File: src/rtl/expo_arbiter.sv
`default_nettype none
// +----------------------------------------------------------------------------+
// | expo_arbiter                                                               |
// | Round-robin front end sharing one a^b engine, with a single-entry result   |
// | cache, trivial-exponent bypass and hung-engine timeout recovery.           |
// | Revision: 1.0                                                              |
// +----------------------------------------------------------------------------+
module expo_arbiter #(
    parameter int NUM_REQ = 4,
    parameter int TIMEOUT = 64,
    parameter int ID_W    = 2
) (
    input  logic                 clk,
    input  logic                 reset,
    input  logic [NUM_REQ-1:0]   req_valid,
    input  logic [8*NUM_REQ-1:0] req_a,
    input  logic [8*NUM_REQ-1:0] req_b,
    output logic [NUM_REQ-1:0]   req_ready,
    output logic                 rsp_valid,
    input  logic                 rsp_ready,
    output logic [ID_W-1:0]      rsp_id,
    output logic [31:0]          rsp_data,
    output logic                 rsp_err,
    output logic                 rsp_cached,
    output logic [7:0]           eng_a,
    output logic [7:0]           eng_b,
    input  logic [31:0]          eng_out,
    input  logic                 eng_ready,
    output logic                 eng_clr_n
);

    localparam int PTR_W = (NUM_REQ > 1) ? $clog2(NUM_REQ) : 1;
    localparam int TMR_W = $clog2(TIMEOUT + 1);

    typedef enum logic [2:0] {
        IDLE   = 3'd0,
        LAUNCH = 3'd1,
        BUSY   = 3'd2,
        CLEAR  = 3'd3,
        RESP   = 3'd4
    } state_t;

    state_t             r_state;
    state_t             w_state_next;

    logic [PTR_W-1:0]   r_rr_ptr;
    logic [TMR_W-1:0]   r_timer;
    logic [7:0]         r_key_a;
    logic [7:0]         r_key_b;
    logic [31:0]        r_key_data;

    logic               w_found;
    logic [PTR_W-1:0]   w_gnt_idx;
    logic [7:0]         w_sel_a;
    logic [7:0]         w_sel_b;
    logic               w_trivial;
    logic               w_hit;
    logic               w_timeout;
    logic               w_grant;
    logic               w_launch;
    logic               w_done;

    // First pending requester at or after the round-robin pointer.
    always_comb begin
        w_found   = 1'b0;
        w_gnt_idx = '0;
        for (int k = 0; k < NUM_REQ; k++) begin
            if (!w_found && req_valid[(int'(r_rr_ptr) + k) % NUM_REQ]) begin
                w_found   = 1'b1;
                w_gnt_idx = PTR_W'((int'(r_rr_ptr) + k) % NUM_REQ);
            end
        end
    end

    assign w_sel_a   = req_a[8*w_gnt_idx +: 8];
    assign w_sel_b   = req_b[8*w_gnt_idx +: 8];
    assign w_trivial = (w_sel_b == 8'd0);
    assign w_hit     = ({w_sel_a, w_sel_b} == {r_key_a, r_key_b});
    assign w_timeout = (r_timer == TMR_W'(TIMEOUT - 1));

    always_ff @(posedge clk or posedge reset) begin
        if (reset) begin
            r_state <= IDLE;
        end else begin
            r_state <= w_state_next;
        end
    end

    always_comb begin
        w_state_next = r_state;
        w_grant      = 1'b0;
        w_launch     = 1'b0;
        w_done       = 1'b0;
        req_ready    = '0;
        case (r_state)
            IDLE: begin
                if (w_found && !reset) begin
                    w_grant              = 1'b1;
                    req_ready[w_gnt_idx] = 1'b1;
                    if (w_trivial || w_hit) begin
                        w_state_next = RESP;
                    end else begin
                        w_launch     = 1'b1;
                        w_state_next = LAUNCH;
                    end
                end
            end
            LAUNCH: begin
                if (!eng_ready) begin
                    w_state_next = BUSY;
                end else if (w_timeout) begin
                    w_state_next = CLEAR;
                end
            end
            BUSY: begin
                if (eng_ready) begin
                    w_done       = 1'b1;
                    w_state_next = RESP;
                end else if (w_timeout) begin
                    w_state_next = CLEAR;
                end
            end
            CLEAR: begin
                w_state_next = RESP;
            end
            RESP: begin
                if (rsp_ready) begin
                    w_state_next = IDLE;
                end
            end
            default: begin
                w_state_next = IDLE;
            end
        endcase
    end

    assign rsp_valid = (r_state == RESP);
    assign eng_clr_n = (r_state != CLEAR);

    always_ff @(posedge clk or posedge reset) begin
        if (reset) begin
            r_rr_ptr   <= '0;
            r_timer    <= '0;
            r_key_a    <= 8'd0;
            r_key_b    <= 8'd0;
            r_key_data <= 32'd1;
            rsp_id     <= '0;
            rsp_data   <= 32'd0;
            rsp_err    <= 1'b0;
            rsp_cached <= 1'b0;
            eng_a      <= 8'd0;
            eng_b      <= 8'd0;
        end else begin
            if (w_grant) begin
                r_rr_ptr   <= PTR_W'((int'(w_gnt_idx) + 1) % NUM_REQ);
                rsp_id     <= ID_W'(w_gnt_idx);
                rsp_err    <= 1'b0;
                rsp_cached <= w_trivial || w_hit;
                rsp_data   <= w_trivial ? 32'd1 : r_key_data;
            end
            if (w_launch) begin
                eng_a   <= w_sel_a;
                eng_b   <= w_sel_b;
                r_timer <= '0;
            end else if (r_state == LAUNCH || r_state == BUSY) begin
                r_timer <= r_timer + 1'b1;
            end
            if (w_done) begin
                rsp_data   <= eng_out;
                r_key_a    <= eng_a;
                r_key_b    <= eng_b;
                r_key_data <= eng_out;
            end
            // A cleared engine holds pair {0,0}; 0^0 is taken as 1.
            if (r_state == CLEAR) begin
                eng_a      <= 8'd0;
                eng_b      <= 8'd0;
                r_key_a    <= 8'd0;
                r_key_b    <= 8'd0;
                r_key_data <= 32'd1;
                rsp_err    <= 1'b1;
                rsp_data   <= 32'd0;
            end
        end
    end

endmodule
`default_nettype wire

File: config.mk
export PLATFORM = sky130hd
export DESIGN_NAME = expo_arbiter
export DESIGN_NICKNAME = d
export VERILOG_FILES = /design/src/rtl/expo_arbiter.sv
export SDC_FILE = /design/constraint.sdc
export NUM_CORES = 1
export LEC_CHECK = 0
export ABC_AREA = 0
export CAP_MARGIN = 20
export CORE_ASPECT_RATIO = 1.4
export CORE_MARGIN = 4
export CORE_UTILIZATION = 45
export CTS_CLUSTER_DIAMETER = 60
export DETAILED_ROUTE_END_ITERATION = 8
export MAX_ROUTING_LAYER = met4
export PLACE_DENSITY = 0.74
export SYNTH_ARGS = -nofsm -noshare
export SYNTH_HDL_FRONTEND = slang
export SYNTH_SLANG_ARGS = --single-unit
export TNS_END_PERCENT = 50
File: constraint.sdc
create_clock -name clk -period 6.91 [get_ports clk]
set_input_delay 1.382 -clock clk [delete_from_list [all_inputs] [get_ports clk]]
set_output_delay 1.382 -clock clk [all_outputs]
set_load 0.01 [all_outputs]
==> impl_metrics.json, run 1 <==
{
  "grt_pass1_vias": 5468,
  "cts.sinks": 112,
  "dp.cells": 931,
  "synthCells": 629,
  "cts-root-buf": "clkbuf_16",
  "grt_max_degree": 68,
  "grtUsageTotal": 0.226,
  "synth-seq-cells": 112,
  "post_cts_resized": 0,
  "rows": 50,
  "dp_hpwl_mm": 12.4,
  "cts_hold_buffers": 0,
  "die_h_um": 146,
  "netlist_area_mm2": 0.00610,
  "synth_cell_type_count": 54,
  "synth_top_flop_cell": "dfrtp_1",
  "haltStage": "detailed routing (5_2_route)",
  "clk_path_buf_depth": 2,
  "grt-ovfl-total": 0,
  "status": "did not finish",
  "ios": 162,
  "die_w_um": 106,
  "synth.avg_cell_area_um2": 9.70,
  "ys_warn_count": 0,
  "start_util": 0.458,
  "portBuffers": 161,
  "antenna_found_initial": 0,
  "ys_async_sr_fraction": 1.00,
  "gp_congestion": 0.948,
  "syn_nets": 738,
  "cts_setup_buffers": 0,
  "numCtsBuffers": 9,
  "cts-htree-levels": 3,
  "yosysSeqAreaShare": 0.460,
  "synth_edf_count": 0,
  "tool.error": "[ERROR DRT-0255] Maze Route cannot find path of net clk in worker of routeBox ( 96600 0 ) ( 106415 48300 ).",
  "grt_pass1_wl_mm": 28.0
}
[per-stage QoR]
stage                     cell area (µm²)  setup slack [ns]  utilization  hold WS (ns)
after floorplan                      6100              2.49            -         0.466
after CTS                            8130              1.17        0.610         0.488
after detailed placement             7830              1.10        0.588         0.470
after global routing                 8170             0.982        0.613         0.512
after global placement               7820              1.24        0.587         0.462
[cells in the mapped netlist, drive strengths merged (5+ instances only)]
| master | instances | area (µm²) |
|---|---|---|
| clkbuf | 43 | 161 |
| a221oi | 7 | 61.3 |
| nor2 | 12 | 45.0 |
| a221o | 9 | 90.1 |
| nor3b | 17 | 128 |
| and3 | 18 | 123 |
| nand3 | 16 | 85.1 |
| a21bo | 7 | 70.1 |
| a22o | 28 | 245 |
| a31oi | 9 | 56.3 |
| xnor2 | 12 | 105 |
| a21boi | 28 | 210 |
| o32ai | 8 | 153 |
| a32oi | 19 | 166 |
| o21ai | 38 | 190 |
| a21oi | 22 | 110 |
| dfrtp | 111 | 2780 |
| ha | 5 | 62.6 |
| nor4 | 23 | 169 |
| nand2 | 107 | 402 |
| xor2 | 11 | 96.3 |
| mux2i | 16 | 160 |
| inv | 13 | 48.8 |
| and2 | 8 | 50.1 |
| buf | 14 | 98.8 |
[routing by layer]
metal and global-route usage:
met1 0.296, met2 0.365, met3 0.0404, met4 0.0557, met5 -
[cell families after synthesis]
group,count (synthesis),synth area share
muxes,19,0.0318
xor gates and xnor gates,23,0.0330
and+or+nand+nor,218,0.184
buffers and inverters,71,0.0513
AOI/OAI and AO/OA,181,0.230
DFF,112,0.460
adders and majority gates,5,0.0103
==> inputs of run 2 (changes only) <==
--- a/config.mk
+++ b/config.mk
@@ -7,13 +7,10 @@
 export LEC_CHECK = 0
 export ABC_AREA = 0
 export CAP_MARGIN = 20
-export CORE_ASPECT_RATIO = 1.4
 export CORE_MARGIN = 4
-export CORE_UTILIZATION = 45
-export CTS_CLUSTER_DIAMETER = 60
+export CORE_UTILIZATION = 30
 export DETAILED_ROUTE_END_ITERATION = 8
-export MAX_ROUTING_LAYER = met4
-export PLACE_DENSITY = 0.74
+export PLACE_DENSITY_LB_ADDON = 0.15
 export SYNTH_ARGS = -nofsm -noshare
 export SYNTH_HDL_FRONTEND = slang
 export SYNTH_SLANG_ARGS = --single-unit
==> run 2 against run 1 <==
The run now ends clean. Global-route usage fell by 6.6 points. Synthesized cell count did not move. Synthesized area did not move.
==> impl_metrics.json, run 2 <==
{
  "path_cells": "clkdlybuf4s50_1, nor2_2, buf_4, or4_1, and2_1, inv_1, ha_1, and2_1, clkdlybuf4s50_1",
  "synth.avg_cell_area_um2": 9.70,
  "die_h_um": 151,
  "drive_gt1_frac": 0.0810,
  "gp_congestion": 0.840,
  "reg2reg_to": "eng_b[0]",
  "fin_util": 0.416,
  "clk_path_buf_depth": 2,
  "antenna_found_initial": 0,
  "period_minus_slack_ns": 5.74,
  "grt_pass1_wl_mm": 28.7,
  "slowest_stage": "or4_1",
  "mostFrequentLayoutCell": "clkdlybuf4s50_1",
  "timing.rr.start": "r_rr_ptr[1]",
  "dr.pass1.iters": 5,
  "path_clk_slew_ns": 0.07,
  "hold_path_end": "rsp_data[23]",
  "core_area_mm2": 0.0197,
  "max_stage_delay_ns": 0.79,
  "synth-seq-cells": 112,
  "path_max_fanout": 34,
  "min_period_over_period": 0.830,
  "power_density_mw_per_mm2": 409,
  "worst_pin_slew_ns": 1.05,
  "hp-start": "rsp_data[23]",
  "die-area_mm2": 0.0227,
  "vias_per_cell": 5.08,
  "placed_area_mm2": 0.00793,
  "ios": 162,
  "vias": 5236,
  "post-route-drc-count": 0,
  "grt-ovfl-total": 0,
  "cts-root-buf": "clkbuf_16",
  "rows": 51,
  "r2r_cells": 10,
  "wl_met1_mm": 8.48,
  "cp.arrival_ns": 4.36,
  "dr_wl_met3_mm": 1.16,
  "criticalPathCategory": "in -> out",
  "syn_to_final_growth_pct": 34.6,
  "max_slew_margin": 0.302,
  "cts_hold_buffers": 0,
  "start_kind": "primary input",
  "clk_latency_ns": 0.36,
  "synth_edf_count": 0,
  "cts_setup_buffers": 0,
  "post_cts_resized": 0,
  "synth.most_common_cell": "dfrtp_1",
  "ys_async_sr_fraction": 1.00,
  "syn_nets": 738,
  "numCtsBuffers": 9,
  "dp_hpwl_mm": 13.4,
  "postRouteAntennaNets": 0,
  "ys_warn_count": 0,
  "diodes": 0,
  "grtUsageTotal": 0.160,
  "yosys.area.top_type": "dfrtp_1",
  "slew_viol_final": 0,
  "rsz0062_at_grt": "false",
  "synthTopCellsByCount": "111 x dfrtp_1, 107 x nand2_1, 43 x clkbuf_1",
  "worstPathRequired_ns": 5.53,
  "wl_met2_mm": 8.30,
  "max_freq_mhz": 174,
  "cts-htree-levels": 3,
  "hp-class": "reg -> reg",
  "total_power_mw": 3.36,
  "die_w_um": 151,
  "yosysSeqAreaShare": 0.460,
  "status": "completed",
  "final_area_mm2": 0.00821,
  "portBuffers": 161,
  "tns_ns": 0,
  "drv_cap": 0,
  "hold-path-cell-count": 2,
  "reg2reg_slack_ns": 2.06,
  "cts.sinks": 112,
  "start_util": 0.309,
  "setup_viol": 0,
  "finalHoldViolCount": 0,
  "netlist.area_leader.share": 0.455,
  "nets": 869,
  "final_cell_mix": "161 x clkdlybuf4s50_1, 111 x dfrtp_1, 107 x nand2_1, 36 x o21ai_0",
  "netlist_area_mm2": 0.00610,
  "detail_route.wl_per_cell_um": 17.6,
  "ir_drop_mv": 0.119,
  "synthCells": 629,
  "synth_area_leaders": "dfrtp_1 46%, nand2_1 6.6%, a22o_1 4.0%, a21boi_0 3.4%, o21ai_0 3.0%",
  "worstSetupEndpointType": "output pin",
  "fin_worst_skew_ns": 0.00978,
  "grt_max_degree": 65,
  "first_iter_violations": 289,
  "synth_cell_type_count": 54,
  "top_regs": "r_key_data (32), rsp_data (32)",
  "routed_wl_mm": 18.2,
  "leakage_nw": 3.49,
  "cts_tree": "done",
  "grt_pass1_vias": 5287,
  "synth_top_flop_cell": "dfrtp_1",
  "top_layer_used": "met4"
}
[run 2: cell counts after synthesis]
No cell type changed its count.
[run 2: final cells by class]
class	instances	area [µm²]
Clock buffer	10	239
Clock inverter	6	43.8
Fill cell	1911	11500
Inverter	14	55.1
Multi-Input combinational cell	446	3010
Sequential cell	112	2800
Tap cell	265	332
Timing Repair Buffer	177	1730
[run 2: worst max path at each step]
stage	startpoint	to	slack, ns	depth (start not counted)
4_1_cts	req_valid[1]	req_ready[3]	1.17	9
3_5_place_dp	req_valid[2]	eng_b[0]	1.03	12
3_3_place_gp	req_valid[1]	eng_b[0]	1.16	11
5_1_grt	req_valid[3]	req_ready[3]	1.06	9
6_report	req_valid[1]	req_ready[3]	1.17	9
2_1_floorplan	req_valid[2]	req_ready[1]	2.49	9
[run 2: per-layer routing]
metal,vias to the layer above,global-route usage
li1,2553,-
met1,2492,0.217
met2,175,0.257
met3,16,0.0337
met4,0,0.0476
met5,-,0
[run 2: cells by family (layout without fill, tap and decap cells)]
kind of cell             count (synthesis)  after routing  synth area share
AO/OA/AOI/OAI                          181            181             0.230
XOR/XNOR                                23             23            0.0330
AND/OR/NAND/NOR                        218            218             0.184
multiplexers                            19             19            0.0318
flip-flops                             112            112             0.460
adder cells (fa/ha/maj)                  5              5            0.0103
buffers and inverters                   71            207            0.0513
[run 2: critical path: cells and delay by family]
| family | cells | cell delay (ns) |
|---|---|---|
| buf+inv | 4 | 1.44 |
| simple gates | 4 | 1.34 |
| fa+ha+maj | 1 | 0.19 |
[run 2: report_power, final]
part	switching, mW	leakage [nW]	internal (mW)	total (mW)
registers	0.200	1.45	0.904	1.10
clock network	0.248	0.139	0.256	0.504
logic	0.940	1.90	0.814	1.75
[run 2: through the flow]
stage / hold slack (ns) / setup WS, ns / cells
global placement: 0.463 / 1.16 / 1014
floorplan: 0.466 / 2.49 / 629
global route: 0.511 / 1.06 / 1030
detailed placement: 0.471 / 1.03 / 1014
CTS: 0.487 / 1.17 / 1030
finish: 0.480 / 1.17 / 1030
Power figures use the tool's default switching activity.
==> inputs of run 3 (changes only) <==
==> constraint.sdc (replaced) <==
create_clock -name clk -period 5.7 [get_ports clk]
set_input_delay 1.14 -clock clk [delete_from_list [all_inputs] [get_ports clk]]
set_output_delay 1.14 -clock clk [all_outputs]
set_load 0.01 [all_outputs]
==> run 3 against run 2 <==
Critical path depth is the same. Clock skew hardly changed. Critical path type unchanged. Non-clock buffer count unchanged. Critical endpoint is now req_ready[1]. Global-route usage down 0.38 points. Sequential power rose by 22%. Clock power rose by 29%.
==> impl_metrics.json, run 3 (synthesis gave the netlist of run 2 again) <==
{
  "gp_congestion": 0.846,
  "period_minus_slack_ns": 5.04,
  "start_kind": "primary input",
  "grt_pass1_vias": 5319,
  "hp-class": "reg -> reg",
  "path_clk_slew_ns": 0.07,
  "first_iter_violations": 309,
  "max_slew_margin": 0.313,
  "criticalPathCategory": "in -> out",
  "numCtsBuffers": 9,
  "postRouteAntennaNets": 0,
  "dp.cells": 1013,
  "grtUsageTotal": 0.156,
  "cts-htree-levels": 3,
  "diodes": 0,
  "crit_start": "req_valid[3]",
  "vias": 5348,
  "max_freq_mhz": 198,
  "antenna_found_initial": 0,
  "nets": 869,
  "placed_area_mm2": 0.00792,
  "dp_hpwl_mm": 13.1,
  "cts_hold_buffers": 0,
  "top_regs": "r_key_data (32), rsp_data (32)",
  "power_density_mw_per_mm2": 500,
  "fin_util": 0.417,
  "syn_to_final_growth_pct": 34.9,
  "clk_path_buf_depth": 2,
  "cts_setup_buffers": 0,
  "path_max_fanout": 49,
  "worstPathRequired_ns": 4.56,
  "p_clk_frac": 0.158,
  "setup_viol": 0,
  "fin_worst_skew_ns": 0.00986,
  "die-area_mm2": 0.0227,
  "rsz0062_at_grt": "false",
  "tns_ns": 0,
  "total_power_mw": 4.11,
  "slew_viol_final": 0,
  "final_cell_mix": "161 x clkdlybuf4s50_1, 111 x dfrtp_1, 107 x nand2_1, 36 x o21ai_0",
  "routed_wl_mm": 17.9,
  "core_area_mm2": 0.0197,
  "cts-root-buf": "clkbuf_16",
  "clk_latency_ns": 0.35,
  "grt_max_degree": 74,
  "hp-start": "rsp_data[30]",
  "worstSetupEndpointType": "output pin",
  "finalNonFillerCells": 1030,
  "grt_pass1_wl_mm": 28.4,
  "cp.arrival_ns": 3.90,
  "timing.rr.start": "r_rr_ptr[1]",
  "final_area_mm2": 0.00823,
  "nFillCells": 1880,
  "p_int_mw": 2.43,
  "leakage_nw": 3.49,
  "p_seq_frac": 0.326,
  "portBuffers": 161,
  "power_frac_comb": 0.516,
  "grt-ovfl-total": 0,
  "min_period_over_period": 0.885,
  "finalHoldViolCount": 0,
  "ios": 162,
  "post-route-drc-count": 0,
  "vias_per_cell": 5.19,
  "post_cts_resized": 0,
  "detail_route.wl_per_cell_um": 17.4,
  "p_switching_mw": 1.69,
  "die_h_um": 151,
  "rows": 51,
  "cts_tree": "done",
  "switching_share": 0.410,
  "status": "completed",
  "mostFrequentLayoutCell": "clkdlybuf4s50_1",
  "start_util": 0.309,
  "cts.sinks": 112,
  "die_w_um": 151,
  "worst_pin_slew_ns": 1.03,
  "drive_gt1_frac": 0.0810,
  "ir_drop_mv": 0.185,
  "drv_cap": 0,
  "dr.pass1.iters": 4
}
run 3: cell count changes in the layout (fill, tap and decap cells not counted), sizes merged:
| cell | change |
|---|---|
| bufinv | +1 |
| clkbuf | -1 |
| clkinv | -2 |
| inv | +2 |
run 3: power by group through the flow:
stage               registers [mW]  logic (mW)  clock network [mW]
floorplan                     1.32        1.40                   0
global placement              1.35        2.11                   0
CTS                           1.34        2.15               0.665
detailed placement            1.36        2.14                   0
finish                        1.34        2.12               0.651
global route                  1.38        2.35               0.694
run 3: final cells by class:
cell class	instances	area, µm²	area share
clock inverters	7	77.6	0.00942
inverters	14	55.1	0.00669
well taps	265	332	0.0403
flip-flops and latches	112	2800	0.341
repair buffers	177	1730	0.210
clock buffers	9	225	0.0274
multi-input cells	446	3010	0.365
run 3: worst max-delay path, stage by stage:
cell and delay (ns):
clkdlybuf4s50_1 0.54, nor2b_1 0.07, buf_4 0.19, or4b_4 0.76, and2_1 0.28, inv_1 0.12, ha_1 0.15, and2_1 0.11
clkdlybuf4s50_1 0.53
run 3: path summary, 6_finish.rpt:
check	endpoint	slack (ns)	depth (start not counted)
min in group asynchronous	r_state[1]	1.37	2
max in group asynchronous	r_key_data[24]	3.26	3
hold / removal	rsp_data[30]	0.48	2
setup reg to reg	eng_a[3]	1.32	11
hold reg to reg	rsp_data[30]	0.48	2
setup / recovery	req_ready[1]	0.66	9
run 3: routing by layer:
layer / up-vias / wire length, µm / part of all wire / GRT usage
li1: 2548 / - / - / -
met1: 2591 / 8360 / 0.47 / 0.218
met2: 191 / 8120 / 0.45 / 0.242
met3: 18 / 1160 / 0.064 / 0.0343
met4: 0 / 304 / 0.017 / 0.0458
met5: - / 0 / 0 / 0
run 3: per-stage QoR:
step           worst slack (ns)  hold slack (ns)
6_report                  0.655            0.484
4_1_cts                   0.611            0.490
3_3_place_gp              0.630            0.461
2_1_floorplan              1.60            0.466
5_1_grt                   0.526            0.504
3_5_place_dp              0.527            0.473
==> inputs of run 4 (changes only) <==
--- a/config.mk
+++ b/config.mk
@@ -9,7 +9,9 @@
 export CAP_MARGIN = 20
 export CORE_MARGIN = 4
 export CORE_UTILIZATION = 30
+export CTS_CLUSTER_SIZE = 28
 export DETAILED_ROUTE_END_ITERATION = 8
+export MAX_ROUTING_LAYER = met4
 export PLACE_DENSITY_LB_ADDON = 0.15
 export SYNTH_ARGS = -nofsm -noshare
 export SYNTH_HDL_FRONTEND = slang
==> run 4 against run 3 <==
First-iteration DRC count shrank 2.6%. Sequential share of layout area is the same. Count of clock-buffer cells in the layout is the same. Worst hold slack gained 0.0012 ns. Register-to-register slack gained 0.04 ns. Global-route usage grew 0.44 points. Non-clock buffer count is the same. Combinational power is essentially flat. Largest cell class unchanged.
==> impl_metrics.json, run 4 (synthesis gave the netlist of run 2 again) <==
{
  "worstPathRequired_ns": 4.56,
  "leakage_nw": 3.49,
  "worstSetupEndpointType": "output pin",
  "period_minus_slack_ns": 5.05,
  "pre_cts_slack_ns": 0.527,
  "cts_hold_buffers": 0,
  "detail_route.wl_per_cell_um": 17.4,
  "diodes": 0,
  "grt_pass1_wl_mm": 28.3,
  "post_cts_resized": 0,
  "final_cell_mix": "161 x clkdlybuf4s50_1, 111 x dfrtp_1, 107 x nand2_1, 36 x o21ai_0",
  "ir_drop_mv": 0.185,
  "mostFrequentLayoutCell": "clkdlybuf4s50_1",
  "die_h_um": 151,
  "criticalPathCategory": "in -> out",
  "cp.arrival_ns": 3.91,
  "grt_pass1_vias": 5339,
  "max_freq_mhz": 198,
  "drive_gt1_frac": 0.0810,
  "grt-ovfl-total": 0,
  "nets": 869,
  "vias": 5379,
  "gp_congestion": 0.860,
  "ios": 162,
  "rsz0062_at_grt": "false",
  "crit_start": "req_valid[3]",
  "status": "completed",
  "hp-class": "reg -> reg",
  "cts-htree-levels": 3,
  "routed_wl_mm": 17.9,
  "hp-start": "rsp_data[30]",
  "start_util": 0.309,
  "start_kind": "primary input",
  "cts.sinks": 112,
  "slew_viol_final": 0,
  "cts_tree": "done",
  "clk_path_buf_depth": 2,
  "fin_worst_skew_ns": 0.00997,
  "cts_setup_buffers": 0,
  "worst_pin_slew_ns": 1.02,
  "max_slew_margin": 0.316,
  "drv_cap": 0,
  "timing.rr.start": "r_rr_ptr[1]",
  "path_clk_slew_ns": 0.07,
  "numCtsBuffers": 9,
  "rows": 51,
  "core_area_mm2": 0.0197,
  "portBuffers": 161,
  "first_iter_violations": 301,
  "antenna_found_initial": 0,
  "power_density_mw_per_mm2": 500,
  "dp_hpwl_mm": 13.1,
  "top_regs": "r_key_data (32), rsp_data (32)",
  "grt_max_degree": 74,
  "path_max_fanout": 49,
  "die_w_um": 151,
  "cts-root-buf": "clkbuf_16",
  "clk_latency_ns": 0.35,
  "worst_slack_ns": 0.649,
  "die-area_mm2": 0.0227,
  "dr.pass1.iters": 4,
  "grtUsageTotal": 0.160,
  "post-route-drc-count": 0,
  "min_period_over_period": 0.886,
  "multi_input_area_mm2": 0.00301,
  "setup_viol": 0,
  "finalHoldViolCount": 0,
  "nFillCells": 1880,
  "vias_per_cell": 5.22,
  "postRouteAntennaNets": 0,
  "seq_area_mm2": 0.00280,
  "tns_ns": 0,
  "syn_to_final_growth_pct": 34.9
}
==> run 4: report_power, final <==
part | internal, mW | total, mW | switching [mW]
sequential | 1.10 | 1.34 | 0.245
combinational | 0.984 | 2.12 | 1.14
clock | 0.346 | 0.652 | 0.306
==> run 4: per-layer routing <==
metal / vias up / track usage / part of all wire
met5: - / - / 0
met4: 0 / 0.0458 / 0.017
met3: 23 / 0.0268 / 0.060
met2: 193 / 0.242 / 0.45
met1: 2615 / 0.224 / 0.47
li1: 2548 / - / -
==> run 4: critical path: stages <==
cell and delay, ns:
clkdlybuf4s50_1 0.54, nor2b_1 0.07, buf_4 0.19, or4b_4 0.76, and2_1 0.28, inv_1 0.13
ha_1 0.15, and2_1 0.11, clkdlybuf4s50_1 0.53
==> run 4: area by class of cell <==
type,count,area share
sequential,112,0.341
inverter,14,0.00669
timing repair buffer,177,0.210
multi-input combinational,446,0.365
tap,265,0.0403
clock buffer,9,0.0274
clock inverter,7,0.00942
==> run 4: through the flow <==
| step | hold slack [ns] | cells | utilization | area, µm² | power, mW |
|---|---|---|---|---|---|
| 2_1_floorplan | 0.466 | 629 | - | 6100 | 2.72 |
| 3_3_place_gp | 0.461 | 1013 | 0.402 | 7920 | 3.46 |
| 3_5_place_dp | 0.473 | 1013 | 0.402 | 7920 | 3.49 |
| 4_1_cts | 0.490 | 1029 | 0.417 | 8220 | 4.16 |
| 5_1_grt | 0.504 | 1030 | 0.417 | 8230 | 4.42 |
| 6_report | 0.485 | 1030 | 0.417 | 8230 | 4.11 |
==> run 4: path summary, 6_finish.rpt <==
kind / to / depth (start not counted) / slack, ns
min in group asynchronous: r_state[1] / 2 / 1.36
worst max-delay path: req_ready[1] / 9 / 0.65
worst min-delay path: rsp_data[30] / 2 / 0.49
worst min register to register: rsp_data[30] / 2 / 0.49
max in group asynchronous: r_key_data[24] / 3 / 3.27
worst max register to register: eng_a[3] / 11 / 1.36
==> RTL change: new RTL, config.mk and constraints of run 3 <==
`ID_W`: 2 -> 3.
--- a/src/rtl/expo_arbiter.sv
+++ b/src/rtl/expo_arbiter.sv
@@ -8,7 +8,7 @@
 module expo_arbiter #(
     parameter int NUM_REQ = 4,
     parameter int TIMEOUT = 64,
-    parameter int ID_W    = 2
+    parameter int ID_W    = 3
 ) (
     input  logic                 clk,
     input  logic                 reset,
Ports: changed (resized rsp_id); port bits go from 162 to 163. No check against the original RTL was run, so the function may have changed too.
==> RTL change against run 3 <==
Sequential cell count is the same; setup slack gained 0.10 ns; clock skew shrank 0.0031 ns; design area grew 0.12%; synthesized area is 0.27% lower; non-clock buffer count is 2 higher; routed wire length up 1.7%; power fell by 0.28%; largest power group unchanged; highest routed layer unchanged.
==> RTL change: results (changes against run 3) <==
Power
  • Maximum vdd ir drop: 0.000212 V (+15%)
  • Clock network power: 0.664 mW (+2%)
  • Internal: 2.42 mW (about the same)
  • Total Power: 4.10 mW (-0.28%)
  • Lkg Pwr: 3.51 nW (+0.56%)

Clock tree
  • CTS resizes: 0 (unchanged)
  • # H-tree levels: 3 (unchanged)

Logic synthesis
  • Cell variety after synth: 56 (+3.7%)
  • Seq/Total Area, Yosys: 0.461 (+0.00123)
  • Synth top cells by count: 111 x dfrtp_1, 109 x nand2_1, 45 x clkbuf_1, 37 x o21ai_0, 29 x a21boi_0
  • Total nets after synthesis: 742 (+0.54%)
  • Ys flop type: dfrtp_1
  • Post-Synth Adder-Cell Area: 0.0103 (+0.0000274)
  • Syn. warnings: 0 (unchanged)
  • Largest cells by area after synthesis: dfrtp_1 46%, nand2_1 6.7%, a22o_1 3.9%
  • Mux contribution to synthesized area: 0.0319 (+0.0000849)
  • Compound-gate portion of the synthesized area: 0.224 (-0.00576)
  • Synthesized area per cell: 9.61 µm² (-0.90%)
  • XOR/XNOR share of the synthesized area: 0.0331 (+0.0000882)

Timing
  • Slew headroom: 0.330 (+0.0171)
  • Final hold slack: 0.484 ns (+0.000475 ns)
  • Max Transition Viols Final: 0 (unchanged)
  • Final Skew: 0.00680 ns (-0.00306 ns)
  • Final WS setup: 0.757 ns (+0.102 ns)

Place
  • DP Wirelength: 13,400 µm (+2.6%)
  • DP Cell Count: 1,018 (+0.49%)
  • GP Congestion: 0.839 (-0.82%)
  • Placement Cell Area: 7910 µm² (-0.17%)

Layout
  • Share of cells above drive strength 1: 0.0831 (+0.00207)
  • Nets@finish: 874 (+0.58%)
  • Number of fill cells in the layout: 1,931 (+2.7%)
  • Post-route cell area: 8240 µm² (+0.12%)

Critical path
  • Worst R2R Setup Slack: 1.52 ns (+0.20 ns)

Outcome
  • Status: complete, no violations

Hold path
  • Hold_sp: rsp_data[5]

Global route
  • First-pass GRT wire length: 28,800 µm (+1.7%)
  • Global-route usage over all layers: 0.162 (+0.00596)
  • Grt met3 use: 0.0403 (+0.00602)
  • Number of global-route vias before repair: 5,375 (+1.1%)
  • Largest net degree at the start of global routing: 83 (+12%)
  • Met1 usage: 0.224 (+0.00506)

Route
  • Met3 wire length: 1280 µm (+10%)
  • Wl on met1: 8510 µm (+1.8%)
  • DRT Pass-1 Iters: 5 (+1)
  • DR vias: 5,344 (-0.075%)
  • Routed wire per std cell: 17.6 µm (+1.2%)
  • Met2 WL: 8280 µm (+1.9%)
  • Drt initial violations: 338 (+9.4%)
  • Avg Vias per Cell: 5.16 (-0.56%)
RTL change: changes by cell type in the layout (fill, tap and decap cells not counted), sizes merged:
cell           run 3  this run
buf               16        18
clkinv             3         1
a32oi             19        18
a22o              28        27
nand2            107       109
a21oi             22        23
clkbuf             9        11
conb               0         1
a21boi            28        29
RTL change: worst paths after layout:
path,depth (start not counted),end
max in group asynchronous,4,rsp_data[28]
worst min register to register,2,rsp_data[5]
worst min-delay path,2,rsp_data[5]
min in group asynchronous,2,r_state[2]
worst max register to register,11,eng_b[3]
worst max-delay path,9,req_ready[2]
RTL change: final cells by class:
class / instances / share of cell area
clock buffers: 11 / 0.0295
clock inverters: 5 / 0.00774
flip-flops and latches: 112 / 0.340
inverters: 14 / 0.00668
well taps: 265 / 0.0402
multi-input cells: 449 / 0.361
repair buffers: 179 / 0.214
RTL change: critical path, delay by kind of cell:
family	cells	cell delay (ns)
buf+inv	4	1.31
simple gates	4	1.17
fa+ha+maj	1	0.18
